==> src/rtl/imem_loader.sv <==
// Loads a framed program image (16-bit word count + big-endian 32-bit words)
// from a byte stream into instruction memory, holding the CPU in reset until done.
module imem_loader #(
   parameter int ADDR_W = 6
) (
   input  logic              clk,
   input  logic              reset,
   input  logic              restart,
   input  logic [7:0]        in_data,
   input  logic              in_valid,
   output logic              in_ready,
   output logic              wr_en,
   output logic [ADDR_W-1:0] wr_addr,
   output logic [31:0]       wr_data,
   output logic              cpu_reset,
   output logic              busy,
   output logic              done,
   output logic              error,
   output logic [ADDR_W:0]   words_loaded
);

   localparam int         DEPTH   = 2**ADDR_W;
   localparam logic [16:0] DEPTH_N = 17'(DEPTH);

   typedef enum logic [2:0] {
      S_HDR_HI, S_HDR_LO, S_DATA, S_WR, S_DONE, S_ERR
   } state_t;

   state_t              state_q, state_d;
   logic [15:0]         n_q, n_d;
   logic [1:0]          byte_cnt_q, byte_cnt_d;
   logic [ADDR_W-1:0]   word_idx_q, word_idx_d;
   logic [23:0]         word_buf_q, word_buf_d;
   logic [ADDR_W-1:0]   wr_addr_q, wr_addr_d;
   logic [31:0]         wr_data_q, wr_data_d;
   logic [ADDR_W:0]     words_loaded_q, words_loaded_d;

   logic        accept;
   logic [15:0] n_full;

   assign in_ready = ((state_q == S_HDR_HI) || (state_q == S_HDR_LO) ||
                      (state_q == S_DATA)) && !restart;
   assign accept   = in_valid && in_ready;
   assign n_full   = {n_q[15:8], in_data};

   always_comb begin
      state_d        = state_q;
      n_d            = n_q;
      byte_cnt_d     = byte_cnt_q;
      word_idx_d     = word_idx_q;
      word_buf_d     = word_buf_q;
      wr_addr_d      = wr_addr_q;
      wr_data_d      = wr_data_q;
      words_loaded_d = words_loaded_q;
      if (restart) begin
         state_d        = S_HDR_HI;
         n_d            = '0;
         byte_cnt_d     = '0;
         word_idx_d     = '0;
         words_loaded_d = '0;
      end else begin
         case (state_q)
            S_HDR_HI: if (accept) begin
               n_d     = {in_data, 8'h00};
               state_d = S_HDR_LO;
            end
            S_HDR_LO: if (accept) begin
               n_d        = n_full;
               byte_cnt_d = '0;
               word_idx_d = '0;
               if ((n_full == 16'd0) || ({1'b0, n_full} > DEPTH_N))
                  state_d = S_ERR;
               else
                  state_d = S_DATA;
            end
            S_DATA: if (accept) begin
               if (byte_cnt_q == 2'd3) begin
                  // Latch the full word so WR drives registered address/data.
                  wr_data_d  = {word_buf_q, in_data};
                  wr_addr_d  = word_idx_q;
                  byte_cnt_d = '0;
                  state_d    = S_WR;
               end else begin
                  word_buf_d = {word_buf_q[15:0], in_data};
                  byte_cnt_d = byte_cnt_q + 2'd1;
               end
            end
            S_WR: begin
               words_loaded_d = words_loaded_q + (ADDR_W+1)'(1);
               if (16'(word_idx_q) == (n_q - 16'd1)) begin
                  state_d = S_DONE;
               end else begin
                  word_idx_d = word_idx_q + ADDR_W'(1);
                  state_d    = S_DATA;
               end
            end
            S_DONE:  state_d = S_DONE;
            S_ERR:   state_d = S_ERR;
            default: state_d = S_HDR_HI;
         endcase
      end
   end

   always_ff @(posedge clk or negedge reset) begin
      if (!reset) begin
         state_q        <= S_HDR_HI;
         n_q            <= '0;
         byte_cnt_q     <= '0;
         word_idx_q     <= '0;
         word_buf_q     <= '0;
         wr_addr_q      <= '0;
         wr_data_q      <= '0;
         words_loaded_q <= '0;
      end else begin
         state_q        <= state_d;
         n_q            <= n_d;
         byte_cnt_q     <= byte_cnt_d;
         word_idx_q     <= word_idx_d;
         word_buf_q     <= word_buf_d;
         wr_addr_q      <= wr_addr_d;
         wr_data_q      <= wr_data_d;
         words_loaded_q <= words_loaded_d;
      end
   end

   assign wr_en        = (state_q == S_WR);
   assign wr_addr      = wr_addr_q;
   assign wr_data      = wr_data_q;
   assign done         = (state_q == S_DONE);
   assign error        = (state_q == S_ERR);
   assign cpu_reset    = (state_q != S_DONE);
   assign busy         = (state_q == S_HDR_HI) || (state_q == S_HDR_LO) ||
                         (state_q == S_DATA)   || (state_q == S_WR);
   assign words_loaded = words_loaded_q;

endmodule

==> config.mk <==
export PLATFORM = sky130hd
export DESIGN_NAME = imem_loader
export DESIGN_NICKNAME = d
export VERILOG_FILES = /design/src/rtl/imem_loader.sv
export SDC_FILE = /design/constraint.sdc
export NUM_CORES = 1
export LEC_CHECK = 0
export CORE_MARGIN = 2
export CORE_UTILIZATION = 50
export DETAILED_ROUTE_END_ITERATION = 16
export DONT_BUFFER_PORTS = 1
export GPL_ROUTABILITY_DRIVEN = 1
export HOLD_SLACK_MARGIN = 0.08
export PLACE_DENSITY = 0.65
export SYNTH_ARGS = -nofsm -noshare
export SYNTH_HDL_FRONTEND = slang
export SYNTH_SLANG_ARGS = --single-unit
==> constraint.sdc <==
create_clock -name clk -period 5.9 [get_ports clk]
set_clock_uncertainty 0.05 [all_clocks]
set_input_delay 1.18 -clock clk [delete_from_list [all_inputs] [get_ports clk]]
set_output_delay 1.18 -clock clk [all_outputs]
set_load 0.01 [all_outputs]
Word level (Yosys, flattened, before mapping)
Index checks and enable logic that the tools add are counted.

word-level totals
  input bits = 12
  output and inout port bits = 51
  register bits = 96

operators by class
  multiplexer cells = 23
  add/subtract/negate cells = 4
  reduce and logical (&&, ||, !) cells = 22
  equal/unequal tests = 14
  $lt $le $gt $ge = 1
  bitwise operators = 2

operator list
  kind                     count
  $mux W16                 2
  $pmux W16 S2             1
  $mux W3                  7
  $mux W6                  3
  $pmux W3 S6              1
  $eq A6 B16 Y1            1
  $gt A16 B7 Y1 const B    1
  $logic_not A16 Y1        1
  $sub A16 B1 Y16 const B  1
  $ne A3 B3 Y1 const B     5
  $mux W7                  2
  $pmux W6 S2              1
  $reduce_and A3 Y1        4
  $reduce_and A4 Y1        3
  $reduce_bool A3 Y1       3
  $mux W2                  4
  $mux W8                  1
  $add A7 B1 Y7 const B    1
  $add A6 B1 Y6 const B    1
  $eq A3 B2 Y1 const B     2
  $eq A3 B3 Y1 const B     2
  $reduce_bool A2 Y1       3
  $logic_or A1 B1 Y1       4
  $pmux W2 S2              1
  other kinds (9)          11

Logic depth before layout (Yosys ltp)
  depth after elaboration = 8
  mapped depth = 11
  mapped depth without buffers = 8

Least setup slack after synthesis
OpenSTA, ideal clock, no wires.

  kind = input to output
  from = in restart
  to = out in_ready
  cell stages on the path = 2
  buffers on the path = 1
  arrival = 1,720 ps
  data required time = 4,670 ps
  slack = 2,950 ps
  path through = clkbuf_1 > a211oi_1

on the way
  longest elaborated chain between the ends = 2

ends and longest elaborated chain
  item                 line  text
  start: declaration   8     input logic restart,
  $logic_not A1 Y1     42    (state_q == S_DATA)) && !restart;
  $logic_and A1 B1 Y1  42
  end: declaration     11    output logic in_ready,

Every way passes these cells.

Worst setup path after layout
Same ends and word-level chain as after synthesis.

==> results.md <==
- Vias post-DR: between 2000 and 3000
- RSZ-0062 raised after global routing: false
- Total core area: ~8700 µm²
- First-pass GRT wire length: approximately 15000 µm
- Post-synth top area share: 0.5360
- DRC: 0
- Post-Synthesis Cell Area: around 4500 µm²
- Die H: 98.68 µm
- Fin. Hold Viols: 0
- CTS tree: done
- CTS Buf Count: 9
- ANT nets after route: 0
- Port buffer count: 0
- Syn nets: 403
- Final setup TNS: 0 ns
- CTS clock-pin slew for the worst setup and hold paths: 0.09 ns
- Die area: a little under 10000 µm²
- Most area-consuming cells after synthesis: dfrtp_1, mux2_2, nand2_1
- CTS HTree Levels: 3
- WP data arrival: around 1.6 ns
- Net Sw Frac: 0.2504
- Initial core utilization: 0.5139
- CP delay by family, top: compound AO/OA/AOI/OAI gates
- FFs w/ async S/R, synth: 1.000
- Routed WL: around 9000 µm
- Final GP Congestion: 0.8182
- Sequential share of the synthesized area: 0.5360
- Vias in the first global route: between 2000 and 3000
- Number of synthesized register bits: 96
- Startpoint Class: input port
- Hold crit path type: reg -> reg
- Critical Path, Cell by Cell: a211oi_1
- Num ports: 63
- Antenna diodes: 0
- Post-layout min period: 2.816 ns
- R2R cell count: 8
- Vias per cell: between 5 and 6
- CTS Buffer Depth: 2
- Reg power frac: 0.561
- Total track usage: 0.1948
- Comb power frac: 0.085
- Clock Latency Late Sink: 0.35 ns
- Crit. path cell count: 1
- Worst setup endpoint: in_ready
- Post-CTS sizing: 0
- Iteration-0 DRC Markers: around 170
- Endpoint type of the worst setup path: primary output
- Period Utilization, post-route: 0.4773
- Largest net degree at the start of global routing: slightly below 100
- Final Worst Setup Slack: 3.084 ns
- Fin nets: ~400
- Max Cap Viol: 0
- Max-Slew Margin vs Limit: 0.1787
- Synth cell types: 57
- Internal: 0.9310 mW
- CP required: roughly 4.7 ns
- Slew Limit Fails: 0
- Cts hold-fix bufs: 0
- IR drop worst, VDD: 0.1556 mV
- CP max-delay cell: a211oi_1
- CTS Sinks: 96
- Rows: 34
- Fillcell total: 729
- DP Worst Slack: ~2.7 ns
- Die X: about 99 µm
- Top FF cell, synth: dfrtp_1
- RR Endpoint: state_q[1]
- Wire length per cell: ~18 µm
- Crit path buffers/inverters: 0
- Layout cells sized above 1: 0.2042
- Post-Synthesis Cells: between 300 and 400
- Crit Path Category: in -> out
- Number of synthesized flops with an enable pin: 0
- Antenna violations before repair: 0
- Syn Area/Cell: roughly 12 µm²
- Post-CTS setup buffer count: 0
- Post-DP HPWL: ~6000 µm
- Clock power frac: 0.354
- Worst-Margin Slew: ~1.2 ns
- Fmax: ~0.36 GHz
- Status: completed
- Total congestion overflow: 0
- CP max FO: 23
- Pleak: 2.231 nW
- Reg2Reg Setup Slack: around 3.2 ns
- Drt pass-1 iters: 4
- Cell taking the most area after synthesis: dfrtp_1
- RR Startpoint: n_q[0]
- PwrDens: between 200 and 300 nW/µm²
- Finish-stage setup viols: 0
- Slowest Stage Delay on Critical Path: 0.40 ns
- CTS root buf: clkbuf_8
- Worst setup startpoint: restart
- Sw Pwr: between 0.3 and 0.4 mW
- Synth warn: 0
- Area Overhead vs Synth: 5.304%
-- state kept, by name, indices dropped and copies added (netlist names) --
register	cells
words_loaded	7
state_q	3
word_buf_q	24
wr_data	32
wr_addr	6
byte_cnt_q	2
word_idx_q	6
n_q	16
-- through the flow --
stage	power, mW	cell area, µm²	std cells	hold WS [ns]	util
CTS	1.255	4720	490	0.4334	0.5412
detailed placement	0.8141	4517	474	0.4243	0.5179
floorplan	0.7933	4482	387	0.4041	-
finish	1.242	4720	490	0.4421	0.5412
global placement	0.8121	4517	474	0.4296	0.5179
global route	1.298	4720	490	0.4263	0.5412
-- cells in the final DEF (no fill, tap or decap), types with 4 or more instances in the layout --
cell and count:
a21oi_1 16, a22o_1 8, a31oi_1 5, clkbuf_8 10
dfrtp_1 96, ha_1 4, inv_1 5, mux2_1 11
mux2_2 52, nand2_1 34, nand3_1 13, nand4_1 5
nor2_1 23, nor2b_1 4, nor3_1 10, o211ai_1 4
o21ai_0 8, xnor2_1 8, xor2_1 5
-- kinds of logic (layout without fill, tap and decap cells) --
kind of cell / Yosys count / after routing / synth area share
muxes: 64 / 64 / 0.1605
xor gates and xnor gates: 13 / 13 / 0.02540
adders and majority gates: 4 / 4 / 0.01117
AOI/OAI and AO/OA: 63 / 63 / 0.09911
DFF: 96 / 96 / 0.5360
and+or+nand+nor: 119 / 119 / 0.1385
buffers and inverters: 28 / 23 / 0.02931
-- layout make-up --
type,count,area [µm²],share of cell area
sequential,96,2402,0.5090
multi-input combinational,263,1953,0.4138
clock buffer,11,141.4,0.02996
tap,108,135.1,0.02863
clock inverter,5,61.31,0.01299
inverter,7,26.28,0.005567
-- cell usage after synthesis, types with 3 or more instances --
master,count
nand3b_1,3
or4_1,3
o31a_1,3
buf_2,9
xor2_1,5
nor3_1,10
xnor2_1,8
inv_1,5
a31oi_1,5
dfrtp_1,96
nand3_1,13
nor2b_1,5
clkbuf_1,9
o21ai_1,3
o21ai_0,8
a21oi_1,16
o211ai_1,4
ha_1,4
mux2_2,52
and3_1,3
nand4_1,5
a22o_1,8
nor2_1,23
mux2_1,11
nand2_1,35
-- how the worst min path moves through the flow --
stage	start	to	slack, ns	cells after the start
floorplan	word_buf_q[19]	wr_data[27]	0.40	1
global placement	word_buf_q[22]	wr_data[30]	0.43	1
detailed placement	word_buf_q[21]	wr_data[29]	0.42	1
CTS	reset	word_idx_q[2]	0.43	0
global route	reset	wr_data[8]	0.43	0
finish	word_buf_q[22]	wr_data[30]	0.44	1
-- per-layer routing --
layer  track usage  vias up  part of all wire  wire [µm]
li1              -     1374                 -          -
met1        0.2777     1448              0.47       4269
met2        0.2915       74              0.46       4158
met3       0.04894       13             0.053        480
met4       0.07165        0             0.015        140
met5             0        -                 0          0
-- power by group through the flow --
stage | Clock [mW] | Combinational, mW | Sequential (mW)
floorplan | 0 | 0.0967 | 0.697
global placement | 0 | 0.103 | 0.709
detailed placement | 0 | 0.104 | 0.710
CTS | 0.453 | 0.105 | 0.697
global route | 0.479 | 0.119 | 0.701
finish | 0.440 | 0.105 | 0.697
No activity file was read; power rests on OpenSTA's default activity.
